===== config.mk =====
export PLATFORM = sky130hd
export DESIGN_NAME = pkt_router_n
export DESIGN_NICKNAME = d
export VERILOG_FILES = /design/src/rtl/pkt_router_n.sv
export SDC_FILE = /design/constraint.sdc
export NUM_CORES = 2
export LEC_CHECK = 0
export BUFFER_PORTS_ARGS = -buffer_cell sky130_fd_sc_hd__buf_2
export CORE_UTILIZATION = 55
export CTS_BUF_LIST = sky130_fd_sc_hd__clkbuf_8
export CTS_CLUSTER_SIZE = 8
export DETAILED_ROUTE_END_ITERATION = 8
export PLACE_DENSITY = 0.71
export SLEW_MARGIN = 40
export SYNTH_ARGS = -nofsm -noshare
export SYNTH_HDL_FRONTEND = slang
export SYNTH_SLANG_ARGS = --single-unit
export TNS_END_PERCENT = 10

===== constraint.sdc =====
create_clock -name clk -period 9.3 [get_ports clk]
set_clock_uncertainty 0.2 [all_clocks]
set_input_delay 1.395 -clock clk [delete_from_list [all_inputs] [get_ports clk]]
set_output_delay 1.395 -clock clk [all_outputs]
set_load 0.005 [all_outputs]

===== src/rtl/pkt_router_n.sv =====
// Header-steered packet router: one input byte stream fans out into NPORTS byte FIFOs with offer/proceed handoff.
// Define PKT_ROUTER_STATS_EN to add the saturating drop_cnt output.
//
// state     | meaning
// IN_IDLE   | waiting for a header byte
// IN_LOAD   | writing accepted payload into FIFO[in_dest]
// IN_DROP   | swallowing payload of a rejected packet
// OUT_IDLE  | nothing complete to offer
// OUT_OFFER | head length on newdata_len, waiting for proceed
// OUT_SEND  | streaming head packet onto data_out
module pkt_router_n #(
   parameter int NPORTS = 4,
   parameter int DW     = 8,
   parameter int LEN_W  = 5,
   parameter int DEPTH  = 32
) (
   input  logic                    clk,
   input  logic                    reset,
   input  logic                    bnd_plse,
   input  logic [DW-1:0]           data_in,
   output logic                    ack,
   output logic [NPORTS*DW-1:0]    data_out,
   output logic [NPORTS*LEN_W-1:0] newdata_len,
   input  logic [NPORTS-1:0]       proceed
`ifdef PKT_ROUTER_STATS_EN
   ,
   output logic [15:0]             drop_cnt
`endif
);

   localparam int PW   = $clog2(NPORTS);
   localparam int DSTW = DW - LEN_W;
   localparam int AW   = $clog2(DEPTH);
   localparam int CW   = AW + 1;
   localparam int FW   = CW + 1;

   localparam logic [1:0] IN_IDLE   = 2'd0;
   localparam logic [1:0] IN_LOAD   = 2'd1;
   localparam logic [1:0] IN_DROP   = 2'd2;
   localparam logic [1:0] OUT_IDLE  = 2'd0;
   localparam logic [1:0] OUT_OFFER = 2'd1;
   localparam logic [1:0] OUT_SEND  = 2'd2;

   logic [LEN_W-1:0]           hdr_len;
   logic [DSTW-1:0]            hdr_dest;
   logic [PW-1:0]              hdr_port;
   logic                       dest_ok;
   logic                       hdr_ok;
   logic [CW-1:0]              sel_cnt;
   logic                       sel_rd;
   logic [FW-1:0]              room;
   logic [1:0]                 in_state;
   logic [LEN_W-1:0]           in_left;
   logic [LEN_W-1:0]           in_len;
   logic [PW-1:0]              in_dest;
   logic [NPORTS-1:0][CW-1:0]  fill;
   logic [NPORTS-1:0]          rd_en;

   // The whole field above the length is the destination, so out-of-range ports are detectable.
   assign hdr_len  = data_in[LEN_W-1:0];
   assign hdr_dest = data_in[DW-1:LEN_W];
   assign hdr_port = hdr_dest[PW-1:0];
   assign dest_ok  = {{(32-DSTW){1'b0}}, hdr_dest} < 32'(NPORTS);

   always_comb begin
      sel_cnt = '0;
      sel_rd  = 1'b0;
      for (int i = 0; i < NPORTS; i++) begin
         if (hdr_port == PW'(i)) begin
            sel_cnt = fill[i];
            sel_rd  = rd_en[i];
         end
      end
   end

   // A byte leaving the target FIFO on the header cycle already counts as free room.
   assign room   = FW'(DEPTH) - FW'(sel_cnt) + FW'(sel_rd);
   assign hdr_ok = dest_ok && (hdr_len != '0) && (room >= FW'(hdr_len));

   always_ff @(posedge clk) begin
      if (reset) begin
         in_state <= IN_IDLE;
         in_left  <= '0;
         in_len   <= '0;
         in_dest  <= '0;
         ack      <= 1'b0;
      end else begin
         ack <= 1'b0;
         case (in_state)
            IN_IDLE: begin
               if (bnd_plse) begin
                  in_len  <= hdr_len;
                  in_left <= hdr_len;
                  in_dest <= hdr_port;
                  if (hdr_ok) begin
                     in_state <= IN_LOAD;
                     ack      <= 1'b1;
                  end else if (hdr_len != '0) begin
                     in_state <= IN_DROP;
                  end
               end
            end
            IN_LOAD, IN_DROP: begin
               in_left <= in_left - LEN_W'(1);
               if (in_left == LEN_W'(1))
                  in_state <= IN_IDLE;
            end
            default: in_state <= IN_IDLE;
         endcase
      end
   end

`ifdef PKT_ROUTER_STATS_EN
   logic drop_evt;
   assign drop_evt = (in_state == IN_IDLE) && bnd_plse && !hdr_ok;

   always_ff @(posedge clk) begin
      if (reset)
         drop_cnt <= '0;
      else if (drop_evt && (drop_cnt != 16'hFFFF))
         drop_cnt <= drop_cnt + 16'd1;
   end
`endif

   for (genvar p = 0; p < NPORTS; p++) begin : g_port
      logic [DW-1:0]    mem [DEPTH];
      logic [LEN_W-1:0] lq  [DEPTH];
      logic [AW-1:0]    wp;
      logic [AW-1:0]    rp;
      logic [AW-1:0]    lwp;
      logic [AW-1:0]    lrp;
      logic [CW-1:0]    cnt;
      logic [CW-1:0]    lcnt;
      logic [1:0]       st;
      logic [LEN_W-1:0] left;
      logic             wr;
      logic             push;
      logic             rd;
      logic             pop;

      assign wr   = (in_state == IN_LOAD) && (in_dest == PW'(p));
      assign push = wr && (in_left == LEN_W'(1));
      assign rd   = (st == OUT_SEND);
      assign pop  = (st == OUT_OFFER) && proceed[p];

      assign rd_en[p] = rd;
      assign fill[p]  = cnt;
      assign data_out[p*DW +: DW]          = rd ? mem[rp] : '0;
      assign newdata_len[p*LEN_W +: LEN_W] = (st == OUT_OFFER) ? lq[lrp] : '0;

      always_ff @(posedge clk) begin
         if (wr)
            mem[wp] <= data_in;
         if (push)
            lq[lwp] <= in_len;
      end

      always_ff @(posedge clk) begin
         if (reset) begin
            wp   <= '0;
            rp   <= '0;
            lwp  <= '0;
            lrp  <= '0;
            cnt  <= '0;
            lcnt <= '0;
            st   <= OUT_IDLE;
            left <= '0;
         end else begin
            if (wr)
               wp <= wp + AW'(1);
            if (rd)
               rp <= rp + AW'(1);
            if (push)
               lwp <= lwp + AW'(1);
            if (pop)
               lrp <= lrp + AW'(1);
            cnt  <= cnt + CW'(wr) - CW'(rd);
            lcnt <= lcnt + CW'(push) - CW'(pop);
            // A length pushed this edge is offered straight away.
            case (st)
               OUT_IDLE: begin
                  if ((lcnt != '0) || push)
                     st <= OUT_OFFER;
               end
               OUT_OFFER: begin
                  if (proceed[p]) begin
                     st   <= OUT_SEND;
                     left <= lq[lrp];
                  end
               end
               OUT_SEND: begin
                  left <= left - LEN_W'(1);
                  if (left == LEN_W'(1))
                     st <= OUT_IDLE;
               end
               default: st <= OUT_IDLE;
            endcase
         end
      end
   end

endmodule


==> reports/results.tsv <==
metric	value	unit
netlist-cell-type-count	65	
start_util	0.5570	
ys_seq_area_frac	0.7254	
overflow	0	
h-tree-depth	5	
setup-violations-final	0	
die-area	137300	sq um
slew_headroom	0.4209	
wl_per_cell	24.53	um
area_delta_synth_final	10.22	%
core-area	134100	sq um
post_cts_buffers	0	
final_nets	4318	
rows	134	
tns	0	ps
arrival	4080	ps
min_from	g_port[2].rp[1]	
status	completed	
avgSynthCellArea	18.98	sq um
drtIter0Drc	3391	
slew_viol_final	0	
crit_type	reg -> out	
synth_nets	4075	
vias	36410	
layout_common_cells	edfxtp_1, mux4_2, nor2_1, clkbuf_8, inv_1	
synth.cell_area	74710	sq um
max_cap_violations	0	
drc	0	
ir_drop	0.0001486	V
min_path_type	reg -> reg	
fillers	9445	
cts.clk_slew.worst_paths	60	ps
rr_startpoint	in_state[1]	
clock_path_buffers	4	
clk-insertion-delay-late	990	ps
root_buffer	clkbuf_8	
hold_violations	0	
track_usage	0.2237	
synthCells	3936	
crit_path_start_kind	flip-flop	
p_leak	26.18	nW
grt_pass1_vias	37230	
end_kind	output port	
ys.flop_type	edfxtp_1	
dp_cells	5632	
antenna_found_initial	6	
dieWidth	370.6	um
io_pins	68	
crit_required	7710	ps
period_needed	5675	ps
via_per_inst	5.933	
holdBufCountCts	0	
synth_edf_count	1664	
portBuffers	67	
grt_start_max_net_pins	94	
gp_congestion	0.7863	
ys_ff_latch	1875	
clock_sinks	1875	
final_common_cell	edfxtp_1	
routed_wl	150.5	mm
cts_resized	0	
yosysWarnings	0	
drive_gt1_frac	0.2489	
cp_max_fo	38	
cts_buffers	312	
p_per_area	221.2	nW/um^2
clock.fmax	176.2	MHz
multiInputGateArea	19350	sq um
tightest_slew	865.5	ps
grt_pass1_wl	229.3	mm
finalNonFillerCells	6136	
final_antenna_net_count	0	
grt_setup_unrepaired	no	
drtPass1Iterations	7	
seqCellArea	54260	sq um
die_y	370.6	um
finalCritPeriodShare	0.6103	
cts_tree	yes	
dp_hpwl	90.23	mm
async_flop_share	0	
==> cell usage after synthesis (8+ instances only) <==
| master | number | share of area |
|---|---|---|
| or2_2 | 8 | 0.00067 |
| ha_1 | 116 | 0.019 |
| or3_1 | 8 | 0.00067 |
| nand2_1 | 119 | 0.0060 |
| or3b_2 | 11 | 0.0013 |
| clkbuf_1 | 88 | 0.0044 |
| o22ai_1 | 21 | 0.0018 |
| edfxtp_1 | 1664 | 0.67 |
| a221o_1 | 9 | 0.0012 |
| inv_1 | 127 | 0.0064 |
| a21o_1 | 13 | 0.0013 |
| dfxtp_1 | 211 | 0.057 |
| fa_1 | 8 | 0.0021 |
| nor4_1 | 9 | 0.00075 |
| nor2b_1 | 20 | 0.0017 |
| nor3_1 | 10 | 0.00067 |
| nand2b_1 | 12 | 0.0010 |
| o21bai_1 | 8 | 0.00080 |
| nand3b_1 | 23 | 0.0023 |
| o21ai_0 | 12 | 0.00080 |
| nor2_1 | 476 | 0.024 |
| buf_1 | 34 | 0.0017 |
| nand3_1 | 17 | 0.0011 |
| mux4_2 | 493 | 0.15 |
| mux4_1 | 10 | 0.0035 |
| mux2i_1 | 70 | 0.0094 |
| nand4_1 | 33 | 0.0028 |
| xor2_1 | 67 | 0.0079 |
| xnor2_1 | 33 | 0.0039 |
| buf_2 | 51 | 0.0034 |
| mux2_2 | 22 | 0.0033 |
| a21oi_1 | 65 | 0.0044 |
==> logic make-up (layout without fill, tap and decap cells) <==
group / count (synthesis) / in the layout / share of synthesized area
multiplexers: 595 / 595 / 0.1648
buffers and inverters: 317 / 744 / 0.01765
AND/OR/NAND/NOR: 757 / 757 / 0.04398
other: 0 / 5 / 0
adder cells (fa/ha/maj): 124 / 124 / 0.02157
XOR/XNOR: 100 / 100 / 0.01172
flip-flops: 1875 / 1875 / 0.7254
AO/OA/AOI/OAI: 168 / 168 / 0.01484
==> area by class of cell <==
type                            instances  area share
Clock inverter                        172    0.008768
Antenna cell                            5   0.0001520
Clock buffer                          326     0.05449
Tap cell                             1768     0.02686
Multi-Input combinational cell       1744      0.2350
Sequential cell                      1875      0.6589
Timing Repair Buffer                  111    0.009634
Inverter                              135    0.006154
==> per-layer routing <==
metal,vias to the layer above,track usage,share of wire
met5,-,0,0.00013
met4,2,0.07661,0.024
met3,268,0.04438,0.070
met2,1307,0.3473,0.48
met1,18770,0.3200,0.43
li1,16060,-,-
==> flip-flops by register name, indices dropped and copies added (netlist names), named ones only <==
register	count
g_port.lrp	20
g_port.mem	1024
in_state	2
in_dest	2
g_port.lq	640
g_port.lwp	20
g_port.left	20
g_port.cnt	24
g_port.rp	20
in_len	5
g_port.lcnt	24
g_port.st	8
in_left	5
ack	1
g_port.wp	20
==> critical path, cell delays in order, from the launching register on <==
cell and delay [ps]:
dfxtp_4 710, buf_4 720, mux4_2 590, mux4_2 490, mux2i_1 340, nor2_1 80
buf_2 140
==> power by group <==
group	switching, W	internal (W)
Clock	0.00304	0.00325
Combinational	0.00119	0.00107
Sequential	0.000230	0.00944
==> worst paths after layout <==
path	to	slack [ps]	cells after the start
max	data_out[3]	3620	6
min	flip-flop	290	2
max reg2reg	g_port[2].lcnt[4]	5240	18
min reg2reg	flip-flop	290	2
==> per-stage QoR <==
step	setup WS (ps)	util	hold WS [ps]	total power, W	cell area [sq um]
after floorplan	5240	-	238.3	0.01148	74710
after global placement	4584	0.5728	257.6	0.01204	76820
after detailed placement	4552	0.5740	278.3	0.01210	76990
after CTS	3433	0.6128	289.7	0.01837	82200
after global routing	3325	0.6139	308.7	0.01895	82340
final	3625	0.6139	287.0	0.01821	82340
No activity file was read; power rests on OpenSTA's default activity.
